[src/rtl/pool_pkg.sv]
// Shared definitions for the pooling engine.
//   pool_mode_e : pooling operation selector (max / average)
//   fmt_out     : widens a WD-bit signed result into the 2*WD-bit ofmap
//                 format: sign-extension, the value, then FI zero fraction bits.
package pool_pkg;

  typedef enum logic {
    POOL_MAX = 1'b0,
    POOL_AVG = 1'b1
  } pool_mode_e;

  // Only the low wd bits of r are meaningful; they are re-sign-extended here
  // so callers may pass a wider accumulator value.
  // The caller truncates the result to 2*wd bits.
  function automatic logic [63:0] fmt_out(input logic [63:0] r,
                                          input int unsigned wd,
                                          input int unsigned fi);
    logic signed [63:0] s;
    s = signed'(r << (64 - wd));
    s = s >>> (64 - wd);
    return 64'(s <<< fi);
  endfunction

endpackage

[src/rtl/pool_lane.sv]
// One pooling channel: accumulator, max-compare / add path, average shift
// and the formatted output register.
// Ports:
//   clk, rst_n   : clock, synchronous active-low reset
//   beat_i       : an accepted window beat is present this cycle
//   first_i      : the beat is the first of its window
//   last_i       : the beat is the last of its window
//   mode_i       : pooling mode in effect for this beat
//   x_i          : signed input element
//   out_data_o   : formatted result, updated on the last beat only
module pool_lane
  import pool_pkg::*;
#(
  parameter int WD       = 8,
  parameter int FI       = 3,
  parameter int WIN_LOG2 = 2
) (
  input  logic                 clk,
  input  logic                 rst_n,
  input  logic                 beat_i,
  input  logic                 first_i,
  input  logic                 last_i,
  input  pool_mode_e           mode_i,
  input  logic signed [WD-1:0] x_i,
  output logic [2*WD-1:0]      out_data_o
);

  localparam int AW = WD + WIN_LOG2;

  logic signed [AW-1:0] acc_q, acc_d;
  logic signed [AW-1:0] x_ext;
  logic signed [AW-1:0] comb;
  logic signed [AW-1:0] res;
  logic [2*WD-1:0]      out_q, out_d;

  always_comb begin
    x_ext = AW'(x_i);
    // The accumulator combined with the current beat; on the last beat this
    // is the full-window value, so the result needs no extra cycle.
    if (first_i) begin
      comb = x_ext;
    end else if (mode_i == POOL_AVG) begin
      comb = acc_q + x_ext;
    end else begin
      comb = (x_ext > acc_q) ? x_ext : acc_q;
    end
    // Arithmetic shift floors toward -inf; the quotient always fits in WD bits.
    res   = (mode_i == POOL_AVG) ? (comb >>> WIN_LOG2) : comb;
    acc_d = beat_i ? comb : acc_q;
    out_d = (beat_i && last_i) ? (2*WD)'(fmt_out(64'(res), WD, FI)) : out_q;
  end

  always_ff @(posedge clk) begin
    if (!rst_n) begin
      acc_q <= '0;
      out_q <= '0;
    end else begin
      acc_q <= acc_d;
      out_q <= out_d;
    end
  end

  assign out_data_o = out_q;

endmodule

[src/rtl/pool_unit.sv]
// Max/average pooling engine: accumulates 2**WIN_LOG2 beats per window on
// CH parallel lanes and emits one formatted result pulse per window.
// Ports:
//   clk, rst_n : clock, synchronous active-low reset
//   in_valid   : in_data carries a window beat
//   in_data    : CH signed WD-bit lanes, lane k at [k*WD +: WD]
//   pool_mode  : 0 max, 1 average; taken on the first beat of a window
//   flush      : drops the partial window and the beat in flight
//   out_valid  : one-cycle result pulse
//   out_data   : CH 2*WD-bit lanes, lane k at [k*2*WD +: 2*WD]
//   busy       : window partially filled
module pool_unit
  import pool_pkg::*;
#(
  parameter int WD       = 8,
  parameter int FI       = 3,
  parameter int CH       = 8,
  parameter int WIN_LOG2 = 2
) (
  input  logic               clk,
  input  logic               rst_n,
  input  logic               in_valid,
  input  logic [CH*WD-1:0]   in_data,
  input  logic               pool_mode,
  input  logic               flush,
  output logic               out_valid,
  output logic [CH*2*WD-1:0] out_data,
  output logic               busy
);

  logic [WIN_LOG2-1:0] cnt_q, cnt_d;
  pool_mode_e          mode_r_q, mode_r_d;
  pool_mode_e          mode_eff;
  logic                busy_q, out_valid_q;
  logic                beat, first, last;

  // A flush kills the beat it arrives with.
  assign beat  = in_valid && !flush;
  assign first = (cnt_q == '0);
  assign last  = (cnt_q == '1);

  always_comb begin
    // The first beat must see the live mode, not the stale latch.
    mode_eff = first ? pool_mode_e'(pool_mode) : mode_r_q;
    mode_r_d = (beat && first) ? pool_mode_e'(pool_mode) : mode_r_q;
    if (flush) begin
      cnt_d = '0;
    end else if (beat) begin
      cnt_d = cnt_q + 1'b1;
    end else begin
      cnt_d = cnt_q;
    end
  end

  always_ff @(posedge clk) begin
    if (!rst_n) begin
      cnt_q       <= '0;
      mode_r_q    <= POOL_MAX;
      busy_q      <= 1'b0;
      out_valid_q <= 1'b0;
    end else begin
      cnt_q       <= cnt_d;
      mode_r_q    <= mode_r_d;
      busy_q      <= (cnt_d != '0);
      out_valid_q <= beat && last;
    end
  end

  for (genvar k = 0; k < CH; k++) begin : g_lane
    pool_lane #(
      .WD       (WD),
      .FI       (FI),
      .WIN_LOG2 (WIN_LOG2)
    ) u_lane (
      .clk        (clk),
      .rst_n      (rst_n),
      .beat_i     (beat),
      .first_i    (first),
      .last_i     (last),
      .mode_i     (mode_eff),
      .x_i        (in_data[k*WD +: WD]),
      .out_data_o (out_data[k*2*WD +: 2*WD])
    );
  end

  assign out_valid = out_valid_q;
  assign busy      = busy_q;

endmodule
[config.mk]
export PLATFORM = sky130hd
export DESIGN_NAME = pool_unit
export DESIGN_NICKNAME = d
export VERILOG_FILES = /design/src/rtl/pool_pkg.sv /design/src/rtl/pool_lane.sv /design/src/rtl/pool_unit.sv
export SDC_FILE = /design/constraint.sdc
export NUM_CORES = 1
export LEC_CHECK = 0
export CORE_ASPECT_RATIO = 1.25
export CORE_MARGIN = 5
export CORE_UTILIZATION = 55
export DETAILED_ROUTE_END_ITERATION = 6
export PLACE_DENSITY = 0.8
export SLEW_MARGIN = 20
export SYNTH_ARGS = -nofsm -noshare
export SYNTH_HDL_FRONTEND = slang
export SYNTH_HIERARCHICAL = 1
export SYNTH_SLANG_ARGS = --single-unit
[constraint.sdc]
create_clock -name clk -period 3.81 [get_ports clk]
set_clock_uncertainty 0.15 [all_clocks]
set_input_delay 0.381 -clock clk [delete_from_list [all_inputs] [get_ports clk]]
set_output_delay 0.381 -clock clk [all_outputs]
set_load 0.005 [all_outputs]
# == Yosys cells after proc, flatten, opt, wreduce, memory -nomap -nowiden ==
# Cells that the tools add are included.
# op_classes
add_sub_neg,9
mul,0
n_div,0
magnitude_cmp,8
n_eq_ne,1
n_shift,0
n_mux,35
bitwise_logic,0
n_reduce_logical,6
# op_table
op,count
two-way mux 10 bit,24
adder 10 x 8 -> 10 bit,8
greater-than comparator 8 x 10 -> 1 bit,8
two-way mux 8 bit,8
two-way mux 2 bit,2
logical AND 1 bit,3
"adder 2 x 1 -> 2 bit, second input constant",1
"equality test 2 bit, second input constant",1
zero test 2 bit,1
nonzero test 2 bit,1
zero test 1 bit,1
two-way mux 1 bit,1
# word_totals
reg_bits,149
latch_bits,0
mem_bits_rw,0
rom_bits,0
input_bits,69
output_inout_bits,130
memories,0

# == Logic depth before layout (Yosys ltp) ==
# depth
word_depth,5
ltp_mapped,12

# == By module ==
# Netlist, hierarchy kept.
# modules_own_cells
module,instances,cells_each,area_per_inst_um2,seq_area_each_um2
pool_lane at g_lane[3].u_lane ...,3,242,1926.8,360.3
pool_lane at g_lane[6].u_lane ...,2,223,1755.4,360.3
pool_lane at g_lane[1].u_lane,1,241,1849.3,360.3
pool_lane at g_lane[2].u_lane,1,227,1765.4,360.3
pool_lane at g_lane[0].u_lane,1,233,1755.4,360.3
pool_unit,1,25,252.7,100.1

# == Worst setup path after synthesis ==
# OpenSTA, ideal clock, no wires.
# synth_path
kind,flip-flop to flip-flop
startpoint,register cnt_q[0]
endpoint,register g_lane[1].u_lane.acc_q[7]
arrival_time_ps,2864
required_ps,3541
slack_ps,677
path_stages_with_launch,12
synth_period_minus_slack_ps,3133
cell_sequence,dfxtp_1 -> inv_1 -> ha_1 -> mux2_1 -> clkbuf_1 -> nor2b_1 -> clkbuf_1 -> nand3_1 -> o221ai_1 -> a311oi_1 -> a21boi_0 -> o2bb2ai_1
# synth_between
elab_chain_cells,4
# synth_rtl
element,line_no,rtl
"start, declared",pool_unit.sv:31,"logic [WIN_LOG2-1:0] cnt_q, cnt_d;"
"start signal, assigned",pool_unit.sv:62,cnt_q <= cnt_d;
zero test 2 bit,pool_unit.sv:39,assign first = (cnt_q == '0);
net first,pool_unit.sv:35,"logic beat, first, last;"
two-way mux 1 bit,pool_unit.sv:44,mode_eff = first ? pool_mode_e'(pool_mode) : mode_r_q;
net mode_eff,pool_unit.sv:33,pool_mode_e mode_eff;
two-way mux 10 bit,pool_lane.sv:42,end else if (mode_i == POOL_AVG) begin
two-way mux 10 bit,pool_lane.sv:40,if (first_i) begin
"end signal, assigned",pool_lane.sv:55,acc_q <= '0;
"end signal, assigned",pool_lane.sv:58,acc_q <= acc_d;
"end, declared",pool_lane.sv:30,"logic signed [AW-1:0] acc_q, acc_d;"
# The timed path passes the listed nets, and every way through them passes these cells.
# A chain may end at the register's enable or synchronous reset.

# == Final worst setup path ==
# layout_path
startpoint,register cnt_q[0]
endpoint,register g_lane[3].u_lane.acc_q[1]
# layout_between
elab_chain_cells,4
# layout_rtl
element,line_no
zero test 2 bit,pool_unit.sv:39
net first,pool_unit.sv:35
two-way mux 1 bit,pool_unit.sv:44
net mode_eff,pool_unit.sv:33
two-way mux 10 bit,pool_lane.sv:42
two-way mux 10 bit,pool_lane.sv:40
"end signal, assigned",pool_lane.sv:55
"end signal, assigned",pool_lane.sv:58
"end, declared",pool_lane.sv:30
# The timed path passes the listed nets, and every way through them passes these cells.

==> results.md <==
- Reg2Reg Capture Point: g_lane[3].u_lane/acc_q[1]$_SDFFE_PN0P_
- Crit. End Element: register
- Wire length of the first global-routing pass: 72720 um
- Most frequent cells in the layout: 195 x inv_1, 173 x clkdlybuf4s50_1, 155 x nand2_1
- Fin Setup TNS: 0 ns
- Cells after DPL: 2316
- CTS hold repair buffers: 0
- Crit path to: g_lane[3].u_lane/acc_q[1]$_SDFFE_PN0P_
- Die X: 157.3 um
- Die Area: 0.03053 mm^2
- Inserted Clock Buffers: 17
- Hold Violations, Final: 0
- Routability cong.: 0.9682
- Synth Instances: 1898
- CTS tree: yes
- Commonest non-fill, non-tap cell in the layout: inv_1
- Io pins: 199
- Worst hold path class: reg2reg
- Vias in the first global route: 14630
- Run status: complete, no violations
- Reg2Reg Launch Point: cnt_q[0]$_SDFF_PN0_
- Largest net degree at the start of global routing: 67
- Final Setup Violations: 0
- Max-slew headroom: 0.4798
- Power Dens Cells: 284.3 mW/mm^2
- Main flop type after synthesis: dfxtp_1
- Max Freq: 0.3253 GHz
- Finished Layout Cells: 2348
- Global route total overflow: 0
- Leakage: 6.589 nW
- Worst slew pin tran: 0.7804 ns
- Critical Path RT: 4.01 ns
- Mapped Area: 0.01491 mm^2
- Worst EP arrival: 3.28 ns
- VDD IR-drop max: 279.6 uV
- DR vias/cell: 6.352
- Non-Filler Cell Area, Final: 0.01701 mm^2
- Max-Cap Viols: 0
- Post-DP HPWL: 33410 um
- Post-synthesis sequential area ratio: 0.2000
- Top cells by area, synth: dfxtp_1 20%, ha_1 13%, inv_1 4.9%
- CP peak stage delay: 0.57 ns
- Distinct cell type count of the synthesized netlist: 101
- Fin crit share: 0.8069
- Postcts setup bufs: 0
- Remaining antenna violation count after routing: 0
- Worst-case clock buffer depth: 2
- Crit path time final: 3.074 ns
- Crit path launch type: register
- PortBufs: 174
- Clock root cell: clkbuf_16
- Starting DRT DRC Count: 1208
- Synth area leader: dfxtp_1
- # DRC: 0
- H-tree depth: 4
- Avg WL per Cell: 18.98 um
- Synthesis-to-finish area growth: 14.04%
- FP Rows: 67
- Nets@finish: 2221
- Core area: 0.02683 mm^2
- Clock sinks: 149
- Share of cells above drive strength 1: 0.07788
- Clock transition at path regs: 0.07 ns
- Placement Cell Area: 0.01644 mm^2
- Worst R2R Path Depth: 8
- FF+latch count, synth: 149
- CP startpoint: cnt_q[0]$_SDFF_PN0_
- Critical path class: reg2reg
- Ys Warns: 6
- Fillers: 2411
- Slowest CP cell: mux2_4
- Final WL: 44560 um
- Crit path cell chain: inv_1 > ha_4 > mux2_4 > buf_4 > a221oi_1 > a21o_2 > a221oi_2 > a211oi_1
- Initial Util: 0.5560
- Antenna cells: 0
- Resize count post-CTS: 0
- Vias: 14920
- Worst R2R Setup Slack: 0.74 ns
- Syn_area_per_cell: 7.858 um^2
- Total track usage: 0.2843
- Post-synth EDFFs: 0
- Async set-reset flop share out of synthesis: 0
- Yosys top cell area share: 0.2000
- Die height: 194.1 um
- Drt pass-1 iters: 7
- Unrepaired setup endpoints after global routing: false
- CP max FO: 54
- Final max-slew violation count: 0
- Antenna violations before repair: 1
- Clk Latency, worst-skew pair: 0.45 ns
[where the power goes]
| group | total (mW) | internal (mW) | switching (mW) |
|---|---|---|---|
| Clock | 1.66 | 0.881 | 0.780 |
| Sequential | 1.68 | 1.61 | 0.0630 |
| Combinational | 1.50 | 0.572 | 0.925 |
| Total | 4.84 | 3.07 | 1.77 |
[flip-flops by register name, indices dropped and copies added (netlist names)]
signal,flops
out_valid,1
cnt_q,2
mode_r_q,1
g_lane.u_lane/out_data_o,64
g_lane.u_lane/acc_q,80
busy,1
[synthesized netlist by cell type, drive strengths merged (22+ instances only)]
| cell | instances |
|---|---|
| nand3 | 40 |
| a211oi | 27 |
| o21ai | 129 |
| o211ai | 26 |
| buf | 94 |
| and2 | 22 |
| clkbuf | 49 |
| nand2b | 36 |
| xnor2 | 32 |
| nor3 | 22 |
| nand2 | 159 |
| a31oi | 54 |
| nor2b | 24 |
| dfxtp | 149 |
| o2bb2ai | 31 |
| nor2 | 119 |
| a21oi | 139 |
| inv | 195 |
| ha | 154 |
| a22oi | 25 |
| a221oi | 40 |
| mux2i | 27 |
[area by class of cell]
class                   count  area, um^2  area share
inverters                 196       735.7     0.04325
clock inverters            14       127.6    0.007503
flip-flops and latches    149        2983      0.1754
repair buffers            203        1982      0.1165
clock buffers              18       439.2     0.02582
well taps                 345       431.7     0.02538
multi-input cells        1423       10310      0.6062
[critical path: cells and delay by family, from the launching register on]
family	cells	cell delay, ns
compound gates	4	1.18
mux	1	0.57
buf+inv	2	0.45
flops	1	0.43
fa+ha+maj	1	0.18
[logic make-up after synthesis]
kind of cell / after synthesis / synth area share
AO/OA/AOI/OAI: 658 / 0.3243
XOR/XNOR: 47 / 0.02760
adder cells (fa/ha/maj): 162 / 0.1399
buffers and inverters: 342 / 0.1138
flip-flops: 149 / 0.2000
multiplexers: 42 / 0.03070
other: 8 / 0.002014
AND/OR/NAND/NOR: 490 / 0.1616
[routing by layer]
metal,vias up,GRT usage,share of wire
met1,7070,0.3460,0.39
li1,6976,-,-
met3,162,0.04063,0.065
met4,0,0.1307,0.044
met5,-,0,0
met2,707,0.4901,0.50
[worst min path at each step]
stage	cells after the start	slack, ns	from	to
3_3_place_gp	2	0.30	mode_r_q$_SDFFE_PN0P_	mode_r_q$_SDFFE_PN0P_
6_report	2	0.33	mode_r_q$_SDFFE_PN0P_	mode_r_q$_SDFFE_PN0P_
4_1_cts	2	0.33	mode_r_q$_SDFFE_PN0P_	mode_r_q$_SDFFE_PN0P_
2_1_floorplan	2	0.28	mode_r_q$_SDFFE_PN0P_	mode_r_q$_SDFFE_PN0P_
3_5_place_dp	2	0.32	mode_r_q$_SDFFE_PN0P_	mode_r_q$_SDFFE_PN0P_
5_1_grt	2	0.36	g_lane[2].u_lane/out_data_o[8]$_SDFFE_PN0P_	g_lane[2].u_lane/out_data_o[8]$_SDFFE_PN0P_
[through the flow]
step                      hold slack (ns)  power, mW  utilization  setup WS, ns
after detailed placement           0.3214      3.168       0.6129        0.4060
after floorplan                    0.2838      2.774            -        0.6770
final                              0.3297      4.836       0.6340        0.7358
after CTS                          0.3309      4.834       0.6340        0.7964
after global routing               0.3562      5.077       0.6340        0.5674
after global placement             0.2985      3.130       0.6129        0.5426
Power figures use the tool's default switching activity.
